===== src/rtl/vga_pkg.sv =====
// Shared raster constants, pixel layout, FSM states and accumulator widths
// for the colour-centroid locator and its divider.
package vga_pkg;
    localparam int H_ACTIVE = 800;
    localparam int V_ACTIVE = 600;
    localparam int HALF_BOX = 64;

    localparam int SUM_W = 29;
    localparam int CNT_W = 19;
    localparam int POS_W = 10;

    localparam logic [7:0]  R_MIN      = 8'd160;
    localparam logic [7:0]  GB_MAX     = 8'd96;
    localparam logic [19:0] MIN_PIXELS = 20'd64;

    typedef struct packed {
        logic [7:0] pad;
        logic [7:0] r;
        logic [7:0] g;
        logic [7:0] b;
    } pixel_t;

    typedef enum logic [2:0] {
        ST_IDLE,
        ST_CHECK,
        ST_DIV_ROW,
        ST_DIV_COL,
        ST_PUBLISH
    } state_t;

    function automatic logic is_target(input logic [7:0] r, input logic [7:0] g, input logic [7:0] b);
        return (r >= R_MIN) && (g <= GB_MAX) && (b <= GB_MAX);
    endfunction
endpackage


===== src/rtl/serial_divider.sv =====
// Unsigned restoring divider: one load cycle, then one quotient bit per cycle,
// with a one-cycle done pulse alongside the final quotient.
module serial_divider #(
    parameter int DIVIDEND_W = 29,
    parameter int DIVISOR_W  = 19
) (
    input  logic                  i_clk,
    input  logic                  i_rst,
    input  logic                  i_start,
    input  logic [DIVIDEND_W-1:0] i_dividend,
    input  logic [DIVISOR_W-1:0]  i_divisor,
    output logic                  o_busy,
    output logic                  o_done,
    output logic [DIVIDEND_W-1:0] o_quotient
);
    localparam int CW = $clog2(DIVIDEND_W + 1);

    logic [DIVISOR_W-1:0]  rem_q, rem_d;
    logic [DIVIDEND_W-1:0] quot_q, quot_d;
    logic [DIVISOR_W-1:0]  divisor_q, divisor_d;
    logic [CW-1:0]         count_q, count_d;
    logic                  busy_q, busy_d;
    logic                  done_q, done_d;

    logic [DIVISOR_W:0] trial;
    logic [DIVISOR_W:0] diff;
    logic               ge;

    // Remainder stays below the divisor, so trial < 2*divisor and the
    // restored or subtracted value always fits back in DIVISOR_W bits.
    assign trial = {rem_q, quot_q[DIVIDEND_W-1]};
    assign diff  = trial - {1'b0, divisor_q};
    assign ge    = (trial >= {1'b0, divisor_q});

    always_comb begin
        rem_d     = rem_q;
        quot_d    = quot_q;
        divisor_d = divisor_q;
        count_d   = count_q;
        busy_d    = busy_q;
        done_d    = 1'b0;
        if (i_start) begin
            rem_d     = '0;
            quot_d    = i_dividend;
            divisor_d = i_divisor;
            count_d   = CW'(DIVIDEND_W);
            busy_d    = 1'b1;
        end else if (busy_q) begin
            rem_d   = ge ? diff[DIVISOR_W-1:0] : trial[DIVISOR_W-1:0];
            quot_d  = {quot_q[DIVIDEND_W-2:0], ge};
            count_d = count_q - CW'(1);
            if (count_q == CW'(1)) begin
                busy_d = 1'b0;
                done_d = 1'b1;
            end
        end
    end

    always_ff @(posedge i_clk or posedge i_rst) begin
        if (i_rst) begin
            rem_q     <= '0;
            quot_q    <= '0;
            divisor_q <= '0;
            count_q   <= '0;
            busy_q    <= 1'b0;
            done_q    <= 1'b0;
        end else begin
            rem_q     <= rem_d;
            quot_q    <= quot_d;
            divisor_q <= divisor_d;
            count_q   <= count_d;
            busy_q    <= busy_d;
            done_q    <= done_d;
        end
    end

    assign o_busy     = busy_q;
    assign o_done     = done_q;
    assign o_quotient = quot_q;
endmodule


===== src/rtl/color_centroid_locator.sv =====
// Thresholds an RGB raster, accumulates target-pixel coordinates per frame and
// publishes the clamped centroid for the overlay square after each frame end.
module color_centroid_locator import vga_pkg::*; #(
    parameter int          H_ACTIVE   = vga_pkg::H_ACTIVE,
    parameter int          V_ACTIVE   = vga_pkg::V_ACTIVE,
    parameter int          HALF_BOX   = vga_pkg::HALF_BOX,
    parameter logic [19:0] MIN_PIXELS = vga_pkg::MIN_PIXELS
) (
    input  logic             i_clk,
    input  logic             i_rst,
    input  logic             i_valid,
    input  logic             i_sof,
    input  logic [31:0]      i_data,
    output logic             o_valid,
    output logic             o_found,
    output logic [POS_W-1:0] o_row,
    output logic [POS_W-1:0] o_col,
    output logic             o_overrun
);
    localparam logic [POS_W-1:0] COL_LAST = POS_W'(H_ACTIVE - 1);
    localparam logic [POS_W-1:0] ROW_LAST = POS_W'(V_ACTIVE - 1);
    localparam logic [POS_W-1:0] RST_ROW  = POS_W'(V_ACTIVE / 2);
    localparam logic [POS_W-1:0] RST_COL  = POS_W'(H_ACTIVE / 2);
    localparam logic [SUM_W-1:0] ROW_LO   = SUM_W'(HALF_BOX);
    localparam logic [SUM_W-1:0] ROW_HI   = SUM_W'(V_ACTIVE - HALF_BOX - 1);
    localparam logic [SUM_W-1:0] COL_LO   = SUM_W'(HALF_BOX);
    localparam logic [SUM_W-1:0] COL_HI   = SUM_W'(H_ACTIVE - HALF_BOX - 1);

    function automatic logic [POS_W-1:0] clamp(input logic [SUM_W-1:0] v,
                                               input logic [SUM_W-1:0] lo,
                                               input logic [SUM_W-1:0] hi);
        logic [SUM_W-1:0] c;
        c = v;
        if (v < lo)      c = lo;
        else if (v > hi) c = hi;
        return POS_W'(c);
    endfunction

    pixel_t px;
    logic   unused_pad;
    assign px         = pixel_t'(i_data);
    assign unused_pad = ^px.pad;

    logic [POS_W-1:0] col_q, col_d, row_q, row_d;
    logic [SUM_W-1:0] sum_row_q, sum_row_d, sum_col_q, sum_col_d;
    logic [CNT_W-1:0] cnt_q, cnt_d;
    logic [SUM_W-1:0] snap_row_q, snap_row_d, snap_col_q, snap_col_d;
    logic [CNT_W-1:0] snap_cnt_q, snap_cnt_d;
    logic [SUM_W-1:0] q_row_q, q_row_d, q_col_q, q_col_d;
    state_t           state_q, state_d;
    logic             detect_q, detect_d;
    logic             valid_q, valid_d, found_q, found_d, overrun_q, overrun_d;
    logic [POS_W-1:0] out_row_q, out_row_d, out_col_q, out_col_d;

    logic             sof_beat, hit, frame_end;
    logic [POS_W-1:0] eff_row, eff_col;
    logic [SUM_W-1:0] acc_row, acc_col;
    logic [CNT_W-1:0] acc_cnt;

    logic             div_start, div_busy, div_done;
    logic [SUM_W-1:0] div_dividend, div_quot;

    // A start-of-frame beat is treated as (0,0) over empty accumulators, so
    // anything gathered from a misaligned frame never reaches a snapshot.
    assign sof_beat  = i_valid && i_sof;
    assign eff_row   = sof_beat ? '0 : row_q;
    assign eff_col   = sof_beat ? '0 : col_q;
    assign hit       = i_valid && is_target(px.r, px.g, px.b);
    assign frame_end = i_valid && (eff_row == ROW_LAST) && (eff_col == COL_LAST);
    assign acc_row   = (sof_beat ? '0 : sum_row_q) + (hit ? SUM_W'(eff_row) : '0);
    assign acc_col   = (sof_beat ? '0 : sum_col_q) + (hit ? SUM_W'(eff_col) : '0);
    assign acc_cnt   = (sof_beat ? '0 : cnt_q) + (hit ? CNT_W'(1) : '0);

    always_comb begin
        col_d      = col_q;
        row_d      = row_q;
        sum_row_d  = sum_row_q;
        sum_col_d  = sum_col_q;
        cnt_d      = cnt_q;
        snap_row_d = snap_row_q;
        snap_col_d = snap_col_q;
        snap_cnt_d = snap_cnt_q;
        overrun_d  = overrun_q;
        if (i_valid) begin
            if (eff_col == COL_LAST) begin
                col_d = '0;
                row_d = (eff_row == ROW_LAST) ? '0 : eff_row + POS_W'(1);
            end else begin
                col_d = eff_col + POS_W'(1);
                row_d = eff_row;
            end
            if (frame_end) begin
                sum_row_d = '0;
                sum_col_d = '0;
                cnt_d     = '0;
                if (state_q == ST_IDLE) begin
                    snap_row_d = acc_row;
                    snap_col_d = acc_col;
                    snap_cnt_d = acc_cnt;
                end else begin
                    overrun_d = 1'b1;
                end
            end else begin
                sum_row_d = acc_row;
                sum_col_d = acc_col;
                cnt_d     = acc_cnt;
            end
        end
    end

    always_comb begin
        state_d      = state_q;
        detect_d     = detect_q;
        div_start    = 1'b0;
        div_dividend = snap_row_q;
        q_row_d      = q_row_q;
        q_col_d      = q_col_q;
        valid_d      = 1'b0;
        found_d      = found_q;
        out_row_d    = out_row_q;
        out_col_d    = out_col_q;
        unique case (state_q)
            ST_IDLE: begin
                if (frame_end) state_d = ST_CHECK;
            end
            ST_CHECK: begin
                // The count guard also keeps a zero divisor out of the divider.
                if ({1'b0, snap_cnt_q} < MIN_PIXELS) begin
                    detect_d = 1'b0;
                    state_d  = ST_PUBLISH;
                end else begin
                    detect_d  = 1'b1;
                    div_start = 1'b1;
                    state_d   = ST_DIV_ROW;
                end
            end
            ST_DIV_ROW: begin
                if (div_done && !div_busy) begin
                    q_row_d      = div_quot;
                    div_start    = 1'b1;
                    div_dividend = snap_col_q;
                    state_d      = ST_DIV_COL;
                end
            end
            ST_DIV_COL: begin
                if (div_done && !div_busy) begin
                    q_col_d = div_quot;
                    state_d = ST_PUBLISH;
                end
            end
            ST_PUBLISH: begin
                valid_d = 1'b1;
                found_d = detect_q;
                if (detect_q) begin
                    out_row_d = clamp(q_row_q, ROW_LO, ROW_HI);
                    out_col_d = clamp(q_col_q, COL_LO, COL_HI);
                end
                state_d = ST_IDLE;
            end
            default: state_d = ST_IDLE;
        endcase
    end

    serial_divider #(
        .DIVIDEND_W (SUM_W),
        .DIVISOR_W  (CNT_W)
    ) u_div (
        .i_clk      (i_clk),
        .i_rst      (i_rst),
        .i_start    (div_start),
        .i_dividend (div_dividend),
        .i_divisor  (snap_cnt_q),
        .o_busy     (div_busy),
        .o_done     (div_done),
        .o_quotient (div_quot)
    );

    always_ff @(posedge i_clk or posedge i_rst) begin
        if (i_rst) begin
            col_q      <= '0;
            row_q      <= '0;
            sum_row_q  <= '0;
            sum_col_q  <= '0;
            cnt_q      <= '0;
            snap_row_q <= '0;
            snap_col_q <= '0;
            snap_cnt_q <= '0;
            q_row_q    <= '0;
            q_col_q    <= '0;
            state_q    <= ST_IDLE;
            detect_q   <= 1'b0;
            valid_q    <= 1'b0;
            found_q    <= 1'b0;
            overrun_q  <= 1'b0;
            out_row_q  <= RST_ROW;
            out_col_q  <= RST_COL;
        end else begin
            col_q      <= col_d;
            row_q      <= row_d;
            sum_row_q  <= sum_row_d;
            sum_col_q  <= sum_col_d;
            cnt_q      <= cnt_d;
            snap_row_q <= snap_row_d;
            snap_col_q <= snap_col_d;
            snap_cnt_q <= snap_cnt_d;
            q_row_q    <= q_row_d;
            q_col_q    <= q_col_d;
            state_q    <= state_d;
            detect_q   <= detect_d;
            valid_q    <= valid_d;
            found_q    <= found_d;
            overrun_q  <= overrun_d;
            out_row_q  <= out_row_d;
            out_col_q  <= out_col_d;
        end
    end

    assign o_valid   = valid_q;
    assign o_found   = found_q;
    assign o_row     = out_row_q;
    assign o_col     = out_col_q;
    assign o_overrun = overrun_q;
endmodule


===== config.mk =====
export PLATFORM = sky130hd
export DESIGN_NAME = color_centroid_locator
export DESIGN_NICKNAME = d
export VERILOG_FILES = /design/src/rtl/vga_pkg.sv /design/src/rtl/serial_divider.sv /design/src/rtl/color_centroid_locator.sv
export SDC_FILE = /design/constraint.sdc
export NUM_CORES = 1
export LEC_CHECK = 0
export CAP_MARGIN = 20
export CELL_PAD_IN_SITES_DETAIL_PLACEMENT = 1
export CELL_PAD_IN_SITES_GLOBAL_PLACEMENT = 2
export CORE_AREA = 4 4 215 217
export DETAILED_ROUTE_END_ITERATION = 7
export DIE_AREA = 0 0 219 221
export PLACE_DENSITY_LB_ADDON = 0.3
export SYNTH_ARGS = -nofsm -noshare
export SYNTH_HDL_FRONTEND = slang
export SYNTH_SLANG_ARGS = --single-unit

===== constraint.sdc =====
create_clock -name i_clk -period 17.35 [get_ports i_clk]
set_input_delay 3.47 -clock i_clk [delete_from_list [all_inputs] [get_ports i_clk]]
set_output_delay 3.47 -clock i_clk [all_outputs]
set_load 0.005 [all_outputs]

==> results.md, run 1 <==
- Run status: complete, no violations
- Total CTS buffers: 41
- Clk sink count: 333
- Area Overhead vs Synth: 12.1%
- DIE AREA: 0.0484 mm2
- Setup bufs post-CTS: 0
- GRT overflow: 0
- Startpoint types: input pin
- Most common cell after layout, fill and taps aside: nand2_1
- Post-route ant nets: 0
- Worst-path clk slew: 60 ps
- Crit path buf inv count: 2
- Syn_nets: 2162
- Hold Startpoint: snap_cnt_q[4]
- Mapped Area: 0.0185 mm2
- Post-route minimum period: 7760 ps
- Slew Limit Fails: 0
- Syn Inst Count: 2078
- Crit. End Element: flop
- First-pass GRT wire length: 86600 um
- CTS tree: built
- Crit path max-delay family: compound AO/OA/AOI/OAI gates
- Via Count: between 15000 and 20000
- Initial Util: 41.8%
- Vias in the first global route: about 16000
- Layout cells sized above 1: 7.73%
- Worst setup margin: 9590 ps
- Slew HR: 27.3%
- Root Buffer: clkbuf_16
- Port Buf Inserts: 45
- Commonest non-fill, non-tap cells in the layout: 453 x nand2_1, 325 x dfrtp_1, 148 x o21ai_0
- Clock skew: between 30 and 40 ps
- Tot GR Track Use: 21.8%
- Peak supply drop: roughly 0.068 mV
- Synth warnings: 0
- Post-CTS Hold Buffers: 0
- Core ar.: 0.0441 mm2
- Io pins: between 50 and 60
- Unrepaired setup endpoints after global routing: false
- Initial antenna violation count: 2
- Post-DP HPWL: 35200 um
- Die width: ~220 um
- CP arrival: 8180 ps
- Crit path from: i_data[10]
- H-Tree Depth: 2
- Clk buf depth: 3
- Main synth FF type: dfrtp_1
- Async SR Flop Fraction: 100%
- Worst-Skew Late Latency: between 500 and 600 ps
- Post-synthesis cell type count: 74
- Die outline height: 221 um
- Period utilization: between 40% and 50%
- Pin count of the biggest net entering global routing: 122
- Post_cts resized: 0
- TNS Setup: 0 ps
- Leakage power: 9.06 nW
- Synth Register Bits: about 330
- CP max stage cell: o21ai_1
- Post-Place Setup Slack: 9050 ps
- DRT iter0 DRCs: just over 1000
- Max_cap viols: 0
- Sequential area share after synthesis: 45.2%
- Final setup fails: 0
- GP Congestion: roughly 0.84
- CP Data Required Time: 17770 ps
- Drt via density: 5.69
- Type of the worst setup path: in2reg
- Worst r2r src: col_q[0]
- Fmax: 0.129 GHz
- Post-synth EDFFs: 0
- Hold Fails Final Rpt: 0
- Wire per inst: 19.7 um
- Residual DRC count: 0
- Crit-path max cell delay: 820 ps
- HP Class: reg2reg
- # rows: 77
- Drt pass-1 iters: 5
- Worst Path Max Fanout: 13
- PwrDens: 82.4 mW/mm2
- # nets final: 2148
- Drt total wl: 52900 um
- Mean Syn Cell Area: ~8.9 um2
- Measured slew at the worst slew-check pin: 1090 ps
- CP Cell Sequence: clkdlybuf4s50_1, or4_1, o211ai_1, o2111ai_1, buf_4, nor2_1, and2_1, ha_1, a2111o_1, o21ai_1, a2111oi_1, xor2_1, o21ai_0
==> final timing paths <==
kind	endpoint	slack (ps)	cells past startpoint
max in group asynchronous	q_row_q[10]	11550	4
min in group asynchronous	cnt_q[0]	3470	2
worst min-delay path	u_div.divisor_q[4]	470	2
worst min register to register	u_div.divisor_q[4]	470	2
worst max-delay path	snap_col_q[20]	9590	13
worst max register to register	snap_row_q[6]	13610	10
==> routing by layer <==
layer	vias up	share of wire [%]	track usage, %
met1	7687	50	31.9
met2	214	45	34.6
met5	-	0	0
li1	7329	-	-
met4	0	1.7	5.06
met3	67	3.2	2.67
==> cell usage after synthesis, types with 28 or more instances <==
| cell type | count | share of area [%] |
|---|---|---|
| nand2_1 | 454 | 9.2 |
| clkbuf_1 | 94 | 1.9 |
| a211oi_1 | 46 | 1.9 |
| xnor2_1 | 30 | 1.4 |
| mux2i_1 | 29 | 1.6 |
| mux2_2 | 31 | 1.9 |
| nor2b_1 | 35 | 1.2 |
| o21ai_1 | 31 | 0.84 |
| and2_1 | 29 | 0.98 |
| nand3_1 | 51 | 1.4 |
| o21ai_0 | 148 | 4.0 |
| a21oi_1 | 40 | 1.1 |
| o22ai_1 | 28 | 0.95 |
| xor2_1 | 55 | 2.6 |
| inv_1 | 70 | 1.4 |
| a31oi_1 | 33 | 1.1 |
| nor2_1 | 100 | 2.0 |
| ha_1 | 45 | 3.0 |
| dfrtp_1 | 326 | 44 |
| nor3_1 | 53 | 1.4 |
==> stage by stage <==
step	instances	power [mW]	hold slack [ps]	util [%]	area (um2)
after floorplan	2078	0.850	443	-	18500
after CTS	2686	1.73	480	46.9	20700
after global routing	2687	1.78	496	46.9	20700
final	2688	1.71	470	46.9	20700
after global placement	2611	0.874	457	43.8	19300
after detailed placement	2612	0.876	465	43.8	19300
==> worst register-to-register path, cell delays in order, from the launching register on <==
cell,delay [ps]
dfrtp_1,380
nand2_1,110
inv_1,90
ha_1,200
nand4_1,210
nor4_4,550
and4_1,270
buf_4,280
nand3_4,520
buf_4,610
mux2_4,410
==> cell type report <==
cell class,count,area (um2)
Sequential cell,333,8340
Antenna cell,1,2.50
Tap cell,592,741
Multi-Input combinational cell,1547,9360
Inverter,71,274
Fill cell,5206,23400
Timing Repair Buffer,70,648
Clock inverter,16,159
Clock buffer,58,1170
==> sequential cells by signal, indices dropped and copies added, names as in the netlist <==
signal            flops
cnt_q                19
col_q                10
detect_q              1
o_col                10
o_found               1
o_overrun             1
o_row                10
o_valid               1
q_col_q              29
q_row_q              29
row_q                10
snap_cnt_q           19
snap_col_q           29
snap_row_q           29
state_q               3
sum_col_q            29
sum_row_q            29
u_div.count_q         5
u_div.divisor_q      19
u_div.o_busy          1
u_div.o_done          1
u_div.o_quotient     29
u_div.rem_q          19
==> logic make-up (layout without fill, tap and decap cells) <==
kind of cell	after synthesis	after routing	share of synthesized area, %
other	0	1	0
AOI/OAI and AO/OA	497	497	17.9
muxes	67	67	4.03
and+or+nand+nor	850	850	21.1
buffers and inverters	198	215	4.31
adders and majority gates	48	48	3.38
DFF	333	333	45.2
xor gates and xnor gates	85	85	4.03
==> where the power goes <==
part | internal (mW) | total (mW) | switching [mW]
Combinational | 0.0190 | 0.0685 | 0.0495
Sequential | 0.785 | 0.792 | 0.00761
Clock | 0.490 | 0.845 | 0.356
Note: power is estimated with default switching activity, not from simulation.
==> run 2, diff against run 1 <==
--- a/config.mk
+++ b/config.mk
@@ -8,9 +8,9 @@
 export CAP_MARGIN = 20
 export CELL_PAD_IN_SITES_DETAIL_PLACEMENT = 1
 export CELL_PAD_IN_SITES_GLOBAL_PLACEMENT = 2
-export CORE_AREA = 4 4 215 217
+export CORE_AREA = 4 4 235 237
 export DETAILED_ROUTE_END_ITERATION = 7
-export DIE_AREA = 0 0 219 221
+export DIE_AREA = 0 0 239 241
 export PLACE_DENSITY_LB_ADDON = 0.3
 export SYNTH_ARGS = -nofsm -noshare
 export SYNTH_HDL_FRONTEND = slang
==> constraint.sdc (replaced) <==
create_clock -name i_clk -period 6.5 [get_ports i_clk]
set_input_delay 1.3 -clock i_clk [delete_from_list [all_inputs] [get_ports i_clk]]
set_output_delay 1.3 -clock i_clk [all_outputs]
set_load 0.005 [all_outputs]
==> run 2 against run 1 <==
Via count is 0.25% lower. Flip-flop and latch count unchanged. Cell count is 4.1% higher. Largest cell class unchanged. Sequential share of layout area is 0.48 points lower. Setup slack lost 8400 ps. Critical path type unchanged. Die area grew 19%.
==> results.md, run 2 (synthesis gave the netlist of run 1 again) <==
- Run status: complete, no violations
- Hold Fails Final Rpt: 0
- Clk buf depth: 3
- Worst-path clk slew: 50 ps
- Final Power: 4.64 mW
- Root Buffer: clkbuf_16
- Hold Path Depth: 2
- Non-Filler Instances: 2797
- Final setup fails: 0
- Via Count: 15259
- Wire per inst: 19.2 um
- Type of the worst setup path: in2reg
- Worst-Skew Late Latency: 570 ps
- CP arrival: 5790 ps
- Tot GR Track Use: between 10% and 20%
- Critical path depth in cells: 14
- Most common cell after layout, fill and taps aside: nand2_1
- Hold WS: 475 ps
- Leakage power: 9.12 nW
- HP Class: reg2reg
- Core ar.: 0.0533 mm2
- Initial antenna violation count: 0
- TNS Setup: 0 ps
- Final Util: 39.3%
- Number of diodes: 0
- Die width: 239 um
- Residual DRC count: 0
- CTS tree: built
- Dpl cells: around 2700
- Die outline height: 241 um
- H-Tree Depth: 2
- Peak supply drop: 0.167 mV
- Initial Util: between 30% and 40%
- # nets final: 2153
- Drt pass-1 iters: 5
- Drt total wl: around 54000 um
- Startpoint types: input pin
- Worst setup margin: ~1200 ps
- Post-CTS Hold Buffers: 0
- Crit-path max cell delay: 800 ps
- Drt via density: 5.46
- DIE AREA: 0.0576 mm2
- First-pass GRT wire length: ~90000 um
- Max_cap viols: 0
- Slew HR: 26.6%
- CP Cell Sequence: clkdlybuf4s50_1, or4_1, o211ai_1, o2111ai_1, nor2_1, buf_4, and2_1, ha_1, o21ai_0, o211a_1, nor3_1, o21ai_0, a21o_1, mux2_2
- Pin count of the biggest net entering global routing: ~170
- # rows: 85
- DRT iter0 DRCs: 970
- Clock skew: 13.7 ps
- Post-route minimum period: approximately 5300 ps
- Layout cells sized above 1: 8.00%
- Unrepaired setup endpoints after global routing: false
- Design area: 0.0209 mm2
- Measured slew at the worst slew-check pin: 1100 ps
- CP most frequent cell: o21ai_0
- Vias in the first global route: ~16000
- CP max stage cell: nor3_1
- Post_cts resized: 0
- Worst Path Max Fanout: 13
- Crit path max-delay family: simple AND/OR/NAND/NOR gates
- Crit. End Element: flop
- PwrDens: between 200 and 250 mW/mm2
- Period utilization: between 80% and 90%
- Area Overhead vs Synth: 13.5%
- Slew Limit Fails: 0
- Commonest non-fill, non-tap cells in the layout: 453 x nand2_1, 325 x dfrtp_1, 148 x o21ai_0
- Total CTS buffers: 40
- Placed instance area: 0.0196 mm2
- Post-Place Setup Slack: around 550 ps
- Io pins: 59
- Clk sink count: roughly 330
- GP Congestion: 0.817
- Worst Reg-to-Reg Cells: 10
- Setup bufs post-CTS: 0
- Port Buf Inserts: 45
- GRT overflow: 0
- Crit path buf inv count: 2
- CP Data Required Time: 6950 ps
- Fmax: 0.187 GHz
- Post-route ant nets: 0
- Post-DP HPWL: 35800 um
## run 2: cell count changes in the layout (fill, tap and decap cells not counted)
| cell | delta |
|---|---|
| buf_4 | +3 |
| clkinvlp_4 | +1 |
| clkinv_2 | -3 |
| clkbuf_8 | +1 |
| diode_2 | -1 |
| inv_8 | -1 |
| clkbuf_16 | -1 |
| buf_12 | +3 |
| bufinv_16 | +3 |
| clkinv_16 | -1 |
| inv_6 | +1 |
## run 2: worst register-to-register path, delay by kind of cell (launching register included)
kind	cells	cell delay [ps]
adder cells (fa/ha/maj)	2	710
buffers and inverters	2	520
flip-flops	1	420
AO/OA/AOI/OAI	4	1390
AND/OR/NAND/NOR	2	370
## run 2: where the power goes
part / total, mW / switching, mW / internal [mW]
combinational: 0.187 / 0.133 / 0.0536
sequential: 2.12 / 0.0217 / 2.09
clock: 2.34 / 0.932 / 1.41
## run 2: metal layers
metal	part of all wire [%]	GRT usage [%]	wire length (um)	vias up
li1	-	-	-	7359
met1	50	27.2	26800	7611
met2	45	29.5	24100	228
met3	3.6	2.67	1930	61
met4	1.6	3.95	885	0
met5	0	0	0	-
## run 2: area by class of cell
class	instances	area, um2
clock inverter	16	213
sequential	333	8340
timing repair buffer	76	731
clock buffer	58	1160
fill	6142	32300
inverter	71	270
tap	696	871
multi-input combinational	1547	9360
## run 2: worst paths after layout
| check | from | endpoint | slack (ps) |
|---|---|---|---|
| max | i_data[1] | sum_col_q[11] | 1150 |
| min | q_row_q[10] | q_row_q[10] | 480 |
| max reg2reg | u_div.o_quotient[28] | u_div.rem_q[15] | 2990 |
| min reg2reg | q_row_q[10] | q_row_q[10] | 480 |
| max in group asynchronous | i_rst | row_q[1] | 4300 |
| min in group asynchronous | i_rst | o_row[9] | 970 |
